==> config.mk <==
export PLATFORM = sky130hd
export DESIGN_NAME = serial_adder
export DESIGN_NICKNAME = d
export VERILOG_FILES = /design/src/rtl/serial_adder_pkg.sv /design/src/rtl/hA.sv /design/src/rtl/serial_adder_fa_cell.sv /design/src/rtl/serial_adder.sv
export SDC_FILE = /design/constraint.sdc
export NUM_CORES = 1
export LEC_CHECK = 0
export ABC_AREA = 1
export BUFFER_PORTS_ARGS = -buffer_cell sky130_fd_sc_hd__buf_2
export CAP_MARGIN = 15
export CORE_MARGIN = 10
export CORE_UTILIZATION = 40
export DETAILED_ROUTE_END_ITERATION = 16
export GPL_TIMING_DRIVEN = 1
export PLACE_DENSITY = 0.69
export SLEW_MARGIN = 20
export SYNTH_ARGS = -nofsm -noshare
export SYNTH_HDL_FRONTEND = slang
export SYNTH_SLANG_ARGS = --single-unit
==> constraint.sdc <==
create_clock -name clk -period 1.35 [get_ports clk]
set_input_delay 0.27 -clock clk [delete_from_list [all_inputs] [get_ports clk]]
set_output_delay 0.27 -clock clk [all_outputs]
set_load 0.05 [all_outputs]
==> src/rtl/serial_adder_pkg.sv <==
// Shared types and sizing helpers for the bit-serial adder.
// The FSM encoding and counter sizing live here so every file agrees on them.
package serial_adder_pkg;

    typedef enum logic [1:0] {
        IDLE = 2'd0,
        BUSY = 2'd1,
        DONE = 2'd2
    } state_t;

    // One extra bit over $clog2 keeps a 1-bit minimum and avoids wrap within an operation.
    function automatic int cnt_width(input int width);
        return $clog2(width) + 1;
    endfunction

endpackage

==> src/rtl/hA.sv <==
// Half-adder cell: sum and carry of two single bits.
module hA (
    input  logic a,
    input  logic b,
    output logic s,
    output logic c
);

    assign s = a ^ b;
    assign c = a & b;

endmodule

==> src/rtl/serial_adder_fa_cell.sv <==
// Full-adder cell built from two half-adders; the carries never both fire, so OR suffices.
module fa_cell (
    input  logic a,
    input  logic b,
    input  logic ci,
    output logic s,
    output logic co
);

    logic s0;
    logic c0;
    logic c1;

    hA u_ha0 (.a(a),  .b(b),  .s(s0), .c(c0));
    hA u_ha1 (.a(s0), .b(ci), .s(s),  .c(c1));

    assign co = c0 | c1;

endmodule

==> src/rtl/serial_adder.sv <==
// Bit-serial WIDTH-bit adder, LSB first, one full-adder cell plus a carry flop.
// Handshake: a transfer happens on a rising edge where valid and ready are both high.
module serial_adder
    import serial_adder_pkg::*;
#(
    parameter int WIDTH = 8
) (
    input  logic             clk,
    input  logic             rst_n,
    input  logic             in_valid,
    output logic             in_ready,
    input  logic [WIDTH-1:0] A,
    input  logic [WIDTH-1:0] B,
    input  logic             Cin,
    output logic             out_valid,
    input  logic             out_ready,
    output logic [WIDTH-1:0] Sum,
    output logic             Cout
);

    localparam int CNT_W = cnt_width(WIDTH);

    state_t             state;
    logic [WIDTH-1:0]   a_sh;
    logic [WIDTH-1:0]   b_sh;
    logic [WIDTH-1:0]   res;
    logic [WIDTH-1:0]   res_next;
    logic               carry;
    logic [CNT_W-1:0]   cnt;
    logic               fa_s;
    logic               fa_co;

    fa_cell u_fa (
        .a  (a_sh[0]),
        .b  (b_sh[0]),
        .ci (carry),
        .s  (fa_s),
        .co (fa_co)
    );

    // New sum bit enters at the MSB so after WIDTH shifts bit 0 sits at the LSB.
    assign res_next = (res >> 1) | (WIDTH'(fa_s) << (WIDTH - 1));

    // Unused encoding 2'd3 behaves as IDLE, so it must also advertise ready.
    assign in_ready = rst_n && (state != BUSY) && (state != DONE);

    always_ff @(posedge clk) begin
        if (!rst_n) begin
            state     <= IDLE;
            out_valid <= 1'b0;
            Sum       <= '0;
            Cout      <= 1'b0;
            carry     <= 1'b0;
            cnt       <= '0;
            a_sh      <= '0;
            b_sh      <= '0;
            res       <= '0;
        end else begin
            case (state)
                BUSY: begin
                    a_sh  <= a_sh >> 1;
                    b_sh  <= b_sh >> 1;
                    res   <= res_next;
                    carry <= fa_co;
                    cnt   <= cnt + 1'b1;
                    if (cnt == CNT_W'(WIDTH - 1)) begin
                        state     <= DONE;
                        out_valid <= 1'b1;
                        Sum       <= res_next;
                        Cout      <= fa_co;
                    end
                end
                DONE: begin
                    if (out_ready) begin
                        state     <= IDLE;
                        out_valid <= 1'b0;
                    end
                end
                default: begin
                    state     <= IDLE;
                    out_valid <= 1'b0;
                    if (in_valid) begin
                        a_sh  <= A;
                        b_sh  <= B;
                        carry <= Cin;
                        cnt   <= '0;
                        res   <= '0;
                        state <= BUSY;
                    end
                end
            endcase
        end
    end

endmodule

==> results.sh <==
export IMPL_status="finished, violations left"
export IMPL_violations="negative setup slack"
export IMPL_place_gp_congestion=0.748
export IMPL_fin_crit_ns=1.50
export IMPL_cp_end_kind="primary output"
export IMPL_finalSetupTns_ns=-0.752
export IMPL_synth_edf_count=0
export IMPL_ctsRootBufferMaster="clkbuf_8"
export IMPL_drt_total_wl_mm=3.95
export IMPL_antenna_cells=0
export IMPL_synth_seq_area_share_pct=45.2
export IMPL_max_freq_mhz=666
export IMPL_critPathLaunch="state[0]"
export IMPL_crit_fanout=4
export IMPL_post_route_util_pct=54.0
export IMPL_synth_cell_types=25
export IMPL_ff_latch_area_um2=788
export IMPL_synth_nets=267
export IMPL_p_leak_uw=0.000938
export IMPL_antenna_found_initial=0
export IMPL_first_pass_iters=4
export IMPL_nFillCells=392
export IMPL_post_place_ws_ns=-0.0331
export IMPL_ys_seq_elements=39
export IMPL_drc=0
export IMPL_ys_warn_count=0
export IMPL_tightest_slew_ns=0.421
export IMPL_ant_nets=0
export IMPL_start_kind="register"
export IMPL_p_per_area_nw_per_um2=1090
export IMPL_setup_viol=20
export IMPL_fp_dieW_um=85.8
export IMPL_grt_setup_unrepaired="yes"
export IMPL_start_util_pct=42.3
export IMPL_die_h_um=85.8
export IMPL_syn_inst=241
export IMPL_critPathArrivalTime_ns=1.23
export IMPL_cts_sinks=39
export IMPL_critical_path_class="register to primary output"
export IMPL_synthToLayoutAreaGrowth_pct=27.6
export IMPL_gr_total_overflow=0
export IMPL_synthArstFlopShare_pct=0
export IMPL_period_share_pct=111
export IMPL_hold_buffers=0
export IMPL_cap_violations=0
export IMPL_relSlewSlack_pct=71.9
export IMPL_instances_no_fill=333
export IMPL_clk_pin_slew_ns=0.08
export IMPL_hold_path_startpoint="rst_n"
export IMPL_drive_above_1_share_pct=27.9
export IMPL_clk_path_buf_depth=2
export IMPL_first_global_vias=1507
export IMPL_via_per_inst=4.67
export IMPL_hold_violations=0
export IMPL_dieArea_um2=7350
export IMPL_peakVddDrop_mv=0.594
export IMPL_cts_buffers=5
export IMPL_fin_worst_skew_ns=0.00829
export IMPL_setup_slack_ns=-0.151
export IMPL_synth_top_flop_cell="dfxtp_1"
export IMPL_dp_hpwl_mm=2.70
export IMPL_core_rowCount=23
export IMPL_slew_viol_final=0
export IMPL_timing_hold_ws_ns=0.220
export IMPL_grt_pass1_wl_mm=6.90
export IMPL_worstSkewPairLatency_ns=0.29
export IMPL_placed_cells=321
export IMPL_core_area_um2=4090
export IMPL_final_nets=308
export IMPL_vias=1554
export IMPL_r2r_slack_ns=-0.05
export IMPL_synth_cell_area_um2=1730
export IMPL_regToRegStartpoint="out_valid"
export IMPL_syn_area_per_cell_um2=7.17
export IMPL_grt_max_degree=37
export IMPL_cp_data_required_time_ns=1.08
export IMPL_drt_iter0_drc=82
export IMPL_cts_tree="built"
export IMPL_drt_wirelength_per_cell_um=11.9
export IMPL_boundaryPins=32
export IMPL_cts_htree_levels=2
export IMPL_hp_class="input pin to register"
export IMPL_multi_input_area_um2=928
export IMPL_portBuffers=31
export IMPL_track_usage_pct=11.2
## layout by cell type (no fill, tap or decap), drive strengths merged
| cell | synthesis | routed |
|---|---|---|
| a21oi | 38 | 38 |
| buf | 9 | 44 |
| clkbuf | 1 | 5 |
| clkinv | 2 | 3 |
| clkinvlp | 0 | 2 |
| dfxtp | 39 | 39 |
| fa | 1 | 1 |
| ha | 4 | 4 |
| inv | 6 | 6 |
| nand2 | 121 | 121 |
| nand3 | 6 | 6 |
| nand4 | 1 | 1 |
| nor2 | 6 | 6 |
| nor3 | 1 | 1 |
| o21ai | 3 | 3 |
| or2 | 2 | 2 |
| xor2 | 1 | 1 |
## flip-flops by register name, indices dropped and copies added, names as in the netlist
register and cells:
cnt 4, a_sh 8, res 7, Sum 8
state 1, carry 1, out_valid 1, Cout 1
b_sh 8
## where the power goes
group | switching [uW] | internal, uW
clock | 414 | 359
combinational | 227 | 179
sequential | 34.8 | 1200
## worst paths after layout
path,depth (start not counted),to
setup / recovery,4,in_ready
hold / removal,3,state[0]
setup reg to reg,8,a_sh[3]
hold reg to reg,2,Sum[4]
## cell families (layout without fill, tap and decap cells)
logic type	after synthesis	after routing	synth area share, %
AND/OR/NAND/NOR	137	137	32.0
AO/OA/AOI/OAI	41	41	12.1
flip-flops	39	39	45.2
buffers and inverters	18	60	6.22
adder cells (fa/ha/maj)	5	5	4.05
XOR/XNOR	1	1	0.507
## synthesized netlist by cell type, drive strengths merged, types with 2 or more instances
cell	number	area (um2)
a21oi	38	190
buf	9	68.8
clkinv	2	12.5
dfxtp	39	781
ha	4	50.1
inv	6	22.5
nand2	121	454
nand3	6	30.0
nor2	6	30.0
o21ai	3	18.8
or2	2	12.5
## worst max-delay path, cell delays in order, from the launching register on
cell and delay [ns]:
dfxtp_4 0.39, inv_2 0.05, ha_4 0.16, nor3_4 0.16, buf_6 0.18
## cell type report
| class | instances | share of cell area [%] |
|---|---|---|
| Timing Repair Buffer | 44 | 13.5 |
| Multi-Input combinational cell | 184 | 42.1 |
| Tap cell | 50 | 2.83 |
| Clock buffer | 5 | 3.12 |
| Clock inverter | 3 | 0.907 |
| Inverter | 8 | 1.81 |
| Sequential cell | 39 | 35.7 |
## stage by stage
| step | instance area (um2) | power (uW) |
|---|---|---|
| global placement | 2000 | 1620 |
| floorplan | 1770 | 1510 |
| finish | 2210 | 2410 |
| CTS | 2140 | 2420 |
| global route | 2210 | 2550 |
| detailed placement | 2000 | 1620 |
## what timing repair did
| item | in CTS | in global routing |
|---|---|---|
| endpoints found under the setup margin | 31 | 37 |
| gates resized for setup | 7 | 17 |
| buffers inserted | 2 | 2 |
| pin swaps | 1 | 4 |
## metal layers
layer / up-vias / global-route usage, % / routed length, um / part of all wire (%)
met5: - / 0 / 0 / 0
met4: 0 / 3.59 / 42 / 1.1
met3: 8 / 4.26 / 210 / 5.3
met2: 28 / 17.8 / 1720 / 43
met1: 674 / 13.5 / 1980 / 50
li1: 844 / - / - / -
No activity file was read; power rests on OpenSTA's default activity.
